$ cat src/rtl/jpeg_seq_pkg.sv
// Purpose : shared types and sizing for the JPEG block sequencer.
// Latency : n/a (declarations only).
// Backpressure: n/a. Contents: FSM state enum, block geometry, counter widths.
package jpeg_seq_pkg;

  typedef enum logic [3:0] {
    S_IDLE,
    S_LOAD_BULK,
    S_LOAD_PIX,
    S_DCT_GO,
    S_DCT_WAIT,
    S_QUANT,
    S_ZZ_GO,
    S_HUFF_GO,
    S_HUFF_WAIT,
    S_DONE
  } seq_state_t;

  localparam int ROWS      = 8;
  localparam int BLOCK_PIX = 64;
  localparam int PIX_W     = $clog2(BLOCK_PIX);
  localparam int ROW_W     = $clog2(ROWS);
  // Delay counter must hold DCT_LAT-1 for DCT_LAT up to 255.
  localparam int CNT_W     = 8;

  localparam logic [PIX_W-1:0] LAST_PIX = PIX_W'(BLOCK_PIX - 1);
  localparam logic [ROW_W-1:0] LAST_ROW = ROW_W'(ROWS - 1);

endpackage

$ cat src/rtl/jpeg_block_sequencer_delay.sv
// Purpose : loadable down-counter with terminal-count flags (current and next cycle).
// Latency : load/decrement take effect at the next clock edge; tc_next is combinational.
// Backpressure: none. Ports: clock, reset_n, load, load_val, dec in; tc, tc_next out.
module seq_delay_counter
  import jpeg_seq_pkg::*;
#(
  parameter int W = CNT_W
) (
  input  logic         clock,
  input  logic         reset_n,
  input  logic         load,
  input  logic [W-1:0] load_val,
  input  logic         dec,
  output logic         tc,
  output logic         tc_next
);

  logic [W-1:0] count_q;
  logic [W-1:0] count_nxt;

  // Load wins over decrement; the count saturates at zero.
  always_comb begin
    count_nxt = count_q;
    if (load) begin
      count_nxt = load_val;
    end else if (dec && (count_q != '0)) begin
      count_nxt = count_q - 1'b1;
    end
  end

  // tc_next lets the owner register strobes that coincide with terminal count.
  assign tc      = (count_q == '0);
  assign tc_next = (count_nxt == '0);

  always_ff @(posedge clock) begin
    if (!reset_n) begin
      count_q <= '0;
    end else begin
      count_q <= count_nxt;
    end
  end

endmodule

$ cat src/rtl/jpeg_block_sequencer.sv
// Purpose : sequences one 8x8 block through load -> DCT -> quantize -> zigzag -> Huffman.
// Latency : bulk block = 2 + DCT_LAT + 8*(QUANT_LAT+1) + 3 cycles + Huffman wait, registered strobes.
// Backpressure: pix_ready high only while streaming pixels; huff_done gates completion.
// Ports: clock/reset_n; blk_start, load_mode, is_luminance_in, pix_valid, huff_done, abort in;
//        busy, blk_done, pix_ready, datapath strobes, matrix_row, is_luminance out.
module jpeg_block_sequencer
  import jpeg_seq_pkg::*;
#(
  parameter int DCT_LAT   = 12,
  parameter int QUANT_LAT = 1
) (
  input  logic       clock,
  input  logic       reset_n,
  input  logic       blk_start,
  input  logic       load_mode,
  input  logic       is_luminance_in,
  input  logic       pix_valid,
  output logic       pix_ready,
  input  logic       huff_done,
  input  logic       abort,
  output logic       busy,
  output logic       blk_done,
  output logic       input_enable,
  output logic       input_1pix_enable,
  output logic       dct_enable,
  output logic       dct_end_enable,
  output logic       zigzag_input_enable,
  output logic       zigag_enable,
  output logic [7:0] matrix_row,
  output logic       Huffman_start,
  output logic       is_luminance
);

  localparam logic [CNT_W-1:0] DCT_LOAD   = CNT_W'(DCT_LAT - 1);
  localparam logic [CNT_W-1:0] QUANT_LOAD = CNT_W'(QUANT_LAT);

  seq_state_t       state_q, state_nxt;
  logic [ROW_W-1:0] row_q, row_nxt;
  logic [PIX_W-1:0] pix_cnt_q, pix_cnt_nxt;
  logic             lum_nxt;

  logic             ctr_load;
  logic             ctr_dec;
  logic [CNT_W-1:0] ctr_val;
  logic             ctr_tc;
  logic             ctr_tc_next;

  // One counter times both the DCT wait and each quantize row.
  seq_delay_counter #(.W(CNT_W)) u_delay (
    .clock    (clock),
    .reset_n  (reset_n),
    .load     (ctr_load),
    .load_val (ctr_val),
    .dec      (ctr_dec),
    .tc       (ctr_tc),
    .tc_next  (ctr_tc_next)
  );

  always_ff @(posedge clock) begin
    if (!reset_n) begin
      state_q   <= S_IDLE;
      row_q     <= '0;
      pix_cnt_q <= '0;
    end else begin
      state_q   <= state_nxt;
      row_q     <= row_nxt;
      pix_cnt_q <= pix_cnt_nxt;
    end
  end

  always_comb begin
    state_nxt   = state_q;
    row_nxt     = row_q;
    pix_cnt_nxt = pix_cnt_q;
    lum_nxt     = is_luminance;
    ctr_load    = 1'b0;
    ctr_dec     = 1'b0;
    ctr_val     = '0;

    case (state_q)
      S_IDLE: begin
        if (blk_start) begin
          lum_nxt   = is_luminance_in;
          state_nxt = load_mode ? S_LOAD_PIX : S_LOAD_BULK;
        end
      end
      S_LOAD_BULK: state_nxt = S_DCT_GO;
      S_LOAD_PIX: begin
        // pix_ready is high throughout this state, so pix_valid alone is an accept.
        if (pix_valid) begin
          if (pix_cnt_q == LAST_PIX) begin
            state_nxt   = S_DCT_GO;
            pix_cnt_nxt = '0;
          end else begin
            pix_cnt_nxt = pix_cnt_q + 1'b1;
          end
        end
      end
      S_DCT_GO: begin
        ctr_load  = 1'b1;
        ctr_val   = DCT_LOAD;
        state_nxt = S_DCT_WAIT;
      end
      S_DCT_WAIT: begin
        if (ctr_tc) begin
          state_nxt = S_QUANT;
          row_nxt   = '0;
          ctr_load  = 1'b1;
          ctr_val   = QUANT_LOAD;
        end else begin
          ctr_dec = 1'b1;
        end
      end
      S_QUANT: begin
        if (ctr_tc) begin
          if (row_q == LAST_ROW) begin
            state_nxt = S_ZZ_GO;
            row_nxt   = '0;
          end else begin
            row_nxt  = row_q + 1'b1;
            ctr_load = 1'b1;
            ctr_val  = QUANT_LOAD;
          end
        end else begin
          ctr_dec = 1'b1;
        end
      end
      S_ZZ_GO:     state_nxt = S_HUFF_GO;
      S_HUFF_GO:   state_nxt = S_HUFF_WAIT;
      S_HUFF_WAIT: if (huff_done) state_nxt = S_DONE;
      S_DONE:      state_nxt = S_IDLE;
      default:     state_nxt = S_IDLE;
    endcase

    // Abort overrides every transition, including huff_done.
    if (abort && (state_q != S_IDLE)) begin
      state_nxt   = S_IDLE;
      row_nxt     = '0;
      pix_cnt_nxt = '0;
      ctr_load    = 1'b0;
      ctr_dec     = 1'b0;
    end
  end

  // Outputs are flops loaded from the next state, so each strobe lines up
  // with the state it belongs to. Timed strobes use the counter's lookahead.
  always_ff @(posedge clock) begin
    if (!reset_n) begin
      busy                <= 1'b0;
      blk_done            <= 1'b0;
      pix_ready           <= 1'b0;
      input_enable        <= 1'b0;
      dct_enable          <= 1'b0;
      dct_end_enable      <= 1'b0;
      zigzag_input_enable <= 1'b0;
      zigag_enable        <= 1'b0;
      Huffman_start       <= 1'b0;
      matrix_row          <= '0;
      is_luminance        <= 1'b0;
    end else begin
      busy                <= (state_nxt != S_IDLE);
      blk_done            <= (state_nxt == S_DONE);
      pix_ready           <= (state_nxt == S_LOAD_PIX);
      input_enable        <= (state_nxt == S_LOAD_BULK);
      dct_enable          <= (state_nxt == S_DCT_GO);
      dct_end_enable      <= (state_nxt == S_DCT_WAIT) && ctr_tc_next;
      zigzag_input_enable <= (state_nxt == S_QUANT) && ctr_tc_next;
      zigag_enable        <= (state_nxt == S_ZZ_GO);
      Huffman_start       <= (state_nxt == S_HUFF_GO);
      matrix_row          <= (state_nxt == S_QUANT) ? 8'(row_nxt) : 8'd0;
      is_luminance        <= lum_nxt;
    end
  end

  assign input_1pix_enable = pix_valid & pix_ready;

endmodule
$ cat config.mk
export PLATFORM = sky130hd
export DESIGN_NAME = jpeg_block_sequencer
export DESIGN_NICKNAME = d
export VERILOG_FILES = /design/src/rtl/jpeg_seq_pkg.sv /design/src/rtl/jpeg_block_sequencer_delay.sv /design/src/rtl/jpeg_block_sequencer.sv
export SDC_FILE = /design/constraint.sdc
export NUM_CORES = 1
export LEC_CHECK = 0
export ABC_AREA = 1
export BUFFER_PORTS_ARGS = -buffer_cell sky130_fd_sc_hd__buf_2
export CORE_MARGIN = 2
export CORE_UTILIZATION = 56
export CTS_CLUSTER_DIAMETER = 30
export DETAILED_ROUTE_END_ITERATION = 10
export GPL_TIMING_DRIVEN = 0
export PLACE_DENSITY = 0.78
export SLEW_MARGIN = 20
export SYNTH_ARGS = -nofsm -noshare
export SYNTH_HDL_FRONTEND = slang
export SYNTH_SLANG_ARGS = --single-unit
$ cat constraint.sdc
create_clock -name clock -period 2.2 [get_ports clock]
set_clock_uncertainty 0.2 [all_clocks]
set_input_delay 0.22 -clock clock [delete_from_list [all_inputs] [get_ports clock]]
set_output_delay 0.22 -clock clock [all_outputs]
set_load 0.1 [all_outputs]
* Word-level counts from Yosys, hierarchy flattened
Index checks and enable logic that the tools add are counted.
Cells by class: reduce and logical (&&, ||, !) cells 15, bitwise operators 2, equal/unequal tests 18, multiplexer cells 30, add/subtract/negate cells 3
Operator list (number):
- case mux 4 bit (9 select lines) | 1
- equality test 4 x 3 -> 1 bit (second input constant) | 8
- two-way mux 4 bit | 8
- equality test 4 x 2 -> 1 bit (second input constant) | 4
- zero test 8 bit | 2
- two-way mux 8 bit | 2
- two-way mux 3 bit | 4
- case mux 4 bit (3 select lines) | 1
- two-way mux 1 bit | 10
- equality test 4 x 1 -> 1 bit (second input constant) | 2
- equality test 4 bit (second input constant) | 2
- nonzero test 4 bit | 2
- nonzero test 8 bit | 1
- subtractor 8 x 1 -> 8 bit (second input constant) | 1
- adder 6 x 1 -> 6 bit (second input constant) | 1
- equality test 6 bit (second input constant) | 1
- two-way mux 6 bit | 1
- case mux 3 bit (2 select lines) | 1
- AND reduction 2 bit | 3
- logical AND 1 bit | 4
- zero test 4 bit | 1
- OR reduction 2 bit | 2
- adder 3 x 1 -> 3 bit (second input constant) | 1
- equality test 3 bit (second input constant) | 1
- other kinds (4) | 4
Storage, ports and cells: output and inout bits 19, register bits 39, logic and storage cells 84, input bits 8

* Depth between registers and ports, before layout
depth after elaboration 9, gate-level depth with buffers 13, gate-level depth less buffers 13

* Hierarchy
From an unflattened synthesis, not the netlist that was laid out.
Second synthesis, totals: cell total of the unflattened synthesis 286, area total of the unflattened synthesis 1965.6 um^2
By module, submodules not included:
- jpeg_block_sequencer | seq. area each 520.5 um^2, cells each 176, area each 1281.2 um^2, instances 1
- seq_delay_counter | seq. area each 160.2 um^2, cells each 110, area each 684.4 um^2, instances 1

* Worst setup path after synthesis
No wires, ideal clock.
kind flip-flop to output port, start point reg pix_ready, end point out input_1pix_enable, setup slack 0.121 ns, arrival time 1.659 ns, cell stages (with the launch flop) 3, required time 1.780 ns, path buffers 0, cell sequence dfxtp_1 > nand2_1 > inv_1
On the way: word-level cells in the longest chain between the ends 1
Ends and longest elaborated chain:
- start: declaration | RTL line jpeg_block_sequencer.sv:18 | output logic pix_ready,
- start signal: assignment | RTL line jpeg_block_sequencer.sv:163 | pix_ready <= (state_nxt == S_LOAD_PIX);
- AND 1 bit | RTL line jpeg_block_sequencer.sv:175 | assign input_1pix_enable = pix_valid & pix_ready;
- end: declaration | RTL line jpeg_block_sequencer.sv:24 | output logic input_1pix_enable,
No other way between the ends.

* Worst setup path in the final report
start point reg u_delay.count_q[0], end point reg dct_end_enable
On the way: word-level cells in the longest chain between the ends 9, elaborated cells on any way between the ends 23, those cells by class 1 x add/sub; 1 x eq/ne; 16 x mux; 5 x reduce/logical
Ends and longest elaborated chain:
- start: declaration | RTL line jpeg_block_sequencer_delay.sv:18 | logic [W-1:0] count_q;
- start signal: assignment | RTL line jpeg_block_sequencer_delay.sv:39 | count_q <= count_nxt;
- zero test 8 bit | RTL line jpeg_block_sequencer_delay.sv:32 | assign tc = (count_q == '0);
- two-way mux 1 bit | RTL line jpeg_block_sequencer.sv:105, jpeg_block_sequencer.sv:115
- two-way mux 1 bit
- two-way mux 1 bit | RTL line jpeg_block_sequencer.sv:136 | if (abort && (state_q != S_IDLE)) begin
- logical AND 1 bit | RTL line jpeg_block_sequencer_delay.sv:26 | end else if (dec && (count_q != '0)) begin
- two-way mux 8 bit | RTL line jpeg_block_sequencer_delay.sv:26
- two-way mux 8 bit | RTL line jpeg_block_sequencer_delay.sv:24 | if (load) begin
- zero test 8 bit | RTL line jpeg_block_sequencer_delay.sv:33 | assign tc_next = (count_nxt == '0);
- logical AND 1 bit (*) | RTL line jpeg_block_sequencer.sv:166 | dct_end_enable <= (state_nxt == S_DCT_WAIT) && ctr_tc_next;
- end signal: assignment | RTL line jpeg_block_sequencer.sv:166
- end: declaration | RTL line jpeg_block_sequencer.sv:26 | output logic dct_end_enable,
Every way passes the cells marked *; elsewhere a longest branch is shown, timed or not. A chain may end at the register's enable or synchronous reset.

==> key figures <==
Outcome
  – Status: complete, no violations

Yosys
  – Post-synthesis mux area share: 0%
  – Synth Area in XOR/XNOR: 2.39%
  – Share of flip-flops with an asynchronous set or reset: 0%
  – Gate Count Post-Synth: 260
  – Library cells used by synthesis: 30
  – Synth Area in Adders: 3.41%
  – Synth Flop Type: dfxtp_1
  – Cell area after synthesis: 0.00184 mm^2
  – Register area share after synthesis: 37.1%
  – Warnings, synthesis: 0
  – Syn avg cell area: 7.06 um^2
  – EDFF count, synth: 0
  – Post-Synth Simple-Gate Area: 43.0%
  – Synth Register Bits: 34
  – Largest family of logic cells by synthesized area: simple AND/OR/NAND/NOR gates
  – Compound-Gate Fraction of Synth Area: 6.13%

STA
  – Final setup vio count: 0
  – Part of the cycle the worst path needs: 91.9%
  – Setup_tns: 0 ns
  – Fin. max-slew vios: 0
  – Final Hold Fails: 0
  – FMAX: 494 MHz
  – Setup ws final: 0.178 ns
  – Min cycle time layout: 2.02 ns
  – Unrepaired setup endpoints after global routing: false

Finish
  – Layout cells sized above 1: 22.8%
  – Nets: 308
  – Core Util, Final: 68.1%
  – Area growth, synth to finish: 14.2%
  – Cell Count, Final, Fillers Out: 338
  – Ant. Diodes: 0

Clocking
  – Clk_lat worst skew: 0.33 ns
  – CTS tree: done
  – Clk pin slew, worst setup/hold paths: 0.09 ns
  – CTS Buffer Depth: 2
  – Inserted Clock Buffers: 5
  – Clock Root Buffer: clkbuf_4
  – Clock Sinks: 34
  – H-tree depth: 2

Routing
  – Drt first pass iters: 4
  – DRT antenna net count: 0
  – DR iter-0 viols: 56
  – Drt drc: 0
  – Vias/cell: 4.83
  – Via count: 1633
  – Final WL: 3540 um
  – Routed WL per cell: 10.5 um

Global routing
  – Vias in the first global route: 1427
  – Gr ovfl total: 0
  – GRT Util Overall: 21.3%
  – First-pass GRT wire length: 5910 um
  – Largest net degree at the start of global routing: 11
  – Antenna violations before repair: 0

Critical path
  – Worst Setup End Kind: flip-flop
  – CP required: 2.27 ns
  – Crit Path Category: reg -> reg
  – CP bufs+invs: 2
  – Worst path max stage delay: 0.33 ns
  – Cell family with most CP delay: simple AND/OR/NAND/NOR gates
  – Critical Path Start Type: flip-flop
  – Crit path max fanout: 7
  – CP most frequent cell: nand2_1
  – Worst-path cell chain: inv_1 -> ha_1 -> nand2_1 -> nor2_8 -> inv_1 -> nand2_1 -> nand2_1 -> nand2_1 -> nand2_1 -> nand2_1 -> nor2_2 -> nand3_2 -> nor2_2
  – Worst path slowest cell: dfxtp_1
  – WP data arrival: 2.10 ns

Placed design
  – Hpwl dp: 2630 um
  – Setup WS pre-CTS: 0.188 ns
  – IO Port Bufs: 21
  – Gpl congestion: 0.907
  – Cell count after placement: 329

Die
  – Die height: 61.3 um
  – Rows: 20
  – # IOs: 27
  – Area of the die: 0.00375 mm^2
  – CORE AREA: 0.00308 mm^2
  – Starting Density: 59.6%
  – Die width: 61.3 um

Power and ir drop
  – Pwr/cell area: 771 mW/mm^2
  – Total power: 1.62 mW
  – Leakage: 1.11 nW
  – Worst IR Drop VDD: 511 uV

Job
  – Maxcap violations: 0

Min path
  – Hold Path Class: in -> reg
layout make-up:
class                           count  area, um^2
Fill cell                         286         981
Clock buffer                        6        51.3
Buffer                              6        41.3
Tap cell                           44        55.1
Multi-Input combinational cell    197        1030
Timing Repair Buffer               24         135
Inverter                           27         101
Sequential cell                    34         681
power by group:
part	switching (mW)	internal, mW	leakage, nW
combinational	0.460	0.146	0.801
clock	0.184	0.144	0.0302
sequential	0.0308	0.653	0.275
synthesized netlist by cell type, types with 4 or more instances:
library cell / instances / share of area, %
nand2_2: 4 / 1.4
a21oi_1: 7 / 1.9
nand2_1: 73 / 15
nand4_1: 6 / 2.0
inv_1: 22 / 4.5
ha_1: 5 / 3.4
nor2_2: 14 / 4.8
o21ai_0: 10 / 2.7
inv_2: 4 / 0.82
buf_4: 5 / 2.0
nand3_1: 12 / 3.3
dfxtp_1: 34 / 37
nor2_1: 32 / 6.5
sequential cells by signal (all words and copies together) (netlist names):
register and count:
Huffman_start 1, blk_done 1, busy 1, dct_enable 1, dct_end_enable 1, input_enable 1, is_luminance 1, matrix_row 3
pix_cnt_q 6, pix_ready 1, row_q 3, state_q 4, u_delay.count_q 8, zigag_enable 1, zigzag_input_enable 1
worst paths after layout:
| path | startpoint | depth (start not counted) | slack [ns] | to |
|---|---|---|---|---|
| min reg2reg | is_luminance | 2 | 0.25 | is_luminance |
| max reg2reg | u_delay.count_q[0] | 13 | 0.18 | dct_end_enable |
| max | u_delay.count_q[0] | 13 | 0.18 | dct_end_enable |
| min | load_mode | 4 | 0.02 | input_enable |
per-stage QoR:
step,instance area [um^2],hold slack [ns]
3_3_place_gp,2010,0.232
5_1_grt,2100,0.0276
6_report,2100,0.0194
3_5_place_dp,2010,0.236
4_1_cts,2090,0.0116
2_1_floorplan,1850,0.124
timing repair:
action | CTS | global route
resized for setup | 0 | 1
endpoints found under the setup margin | 0 | 2
setup buffers | 0 | 0
hold buffers | 3 | 0
endpoints found under the hold margin | 3 | 0
layer usage:
layer / routed length [um] / track usage (%) / part of all wire (%)
met4: 46 / 7.76 / 1.3
met1: 1690 / 28.1 / 48
met5: 0 / 0 / 0
met2: 1590 / 34.2 / 45
met3: 216 / 5.04 / 6.1
logic make-up (layout without fill, tap and decap cells):
group / Yosys count / after routing
other: 1 / 5
buffers and inverters: 33 / 63
AO/OA/AOI/OAI: 22 / 22
adder cells (fa/ha/maj): 5 / 5
XOR/XNOR: 5 / 5
AND/OR/NAND/NOR: 160 / 160
flip-flops: 34 / 34
worst min-delay path, cell delays in order:
cell and delay, ns:
buf_2 0.09, inv_1 0.04, nand4_1 0.10, nor2_1 0.05
layout by cell type (no fill, tap or decap):
cell           synthesis  layout
nand3_1               12      12
nor2_8                 1       1
nor4_1                 2       2
dfxtp_1               34      34
nor3_1                 3       2
inv_2                  4       4
clkbuf_8               0       1
nand2_1               73      73
or2_2                  1       1
nand3b_4               1       1
nand3b_1               1       1
nand3_2                3       3
xnor2_1                2       2
a31oi_1                2       2
ha_1                   5       5
o21ai_1                3       3
nor2_1                32      32
nand4_1                6       6
o21ai_0               10      10
conb_1                 1       5
clkinv_1               1       1
nand2_2                4       4
nand2_4                3       3
xor2_1                 3       3
nor2_4                 3       3
and2_1                 1       1
inv_1                 22      22
dlygate4sd3_1          0       3
buf_4                  5       5
clkbuf_1               1       1
nor2_2                14      14
a21oi_1                7       7
clkbuf_4               0       5
buf_2                  0      21
nor3_2                 0       1
(Power assumes the default switching activity.)
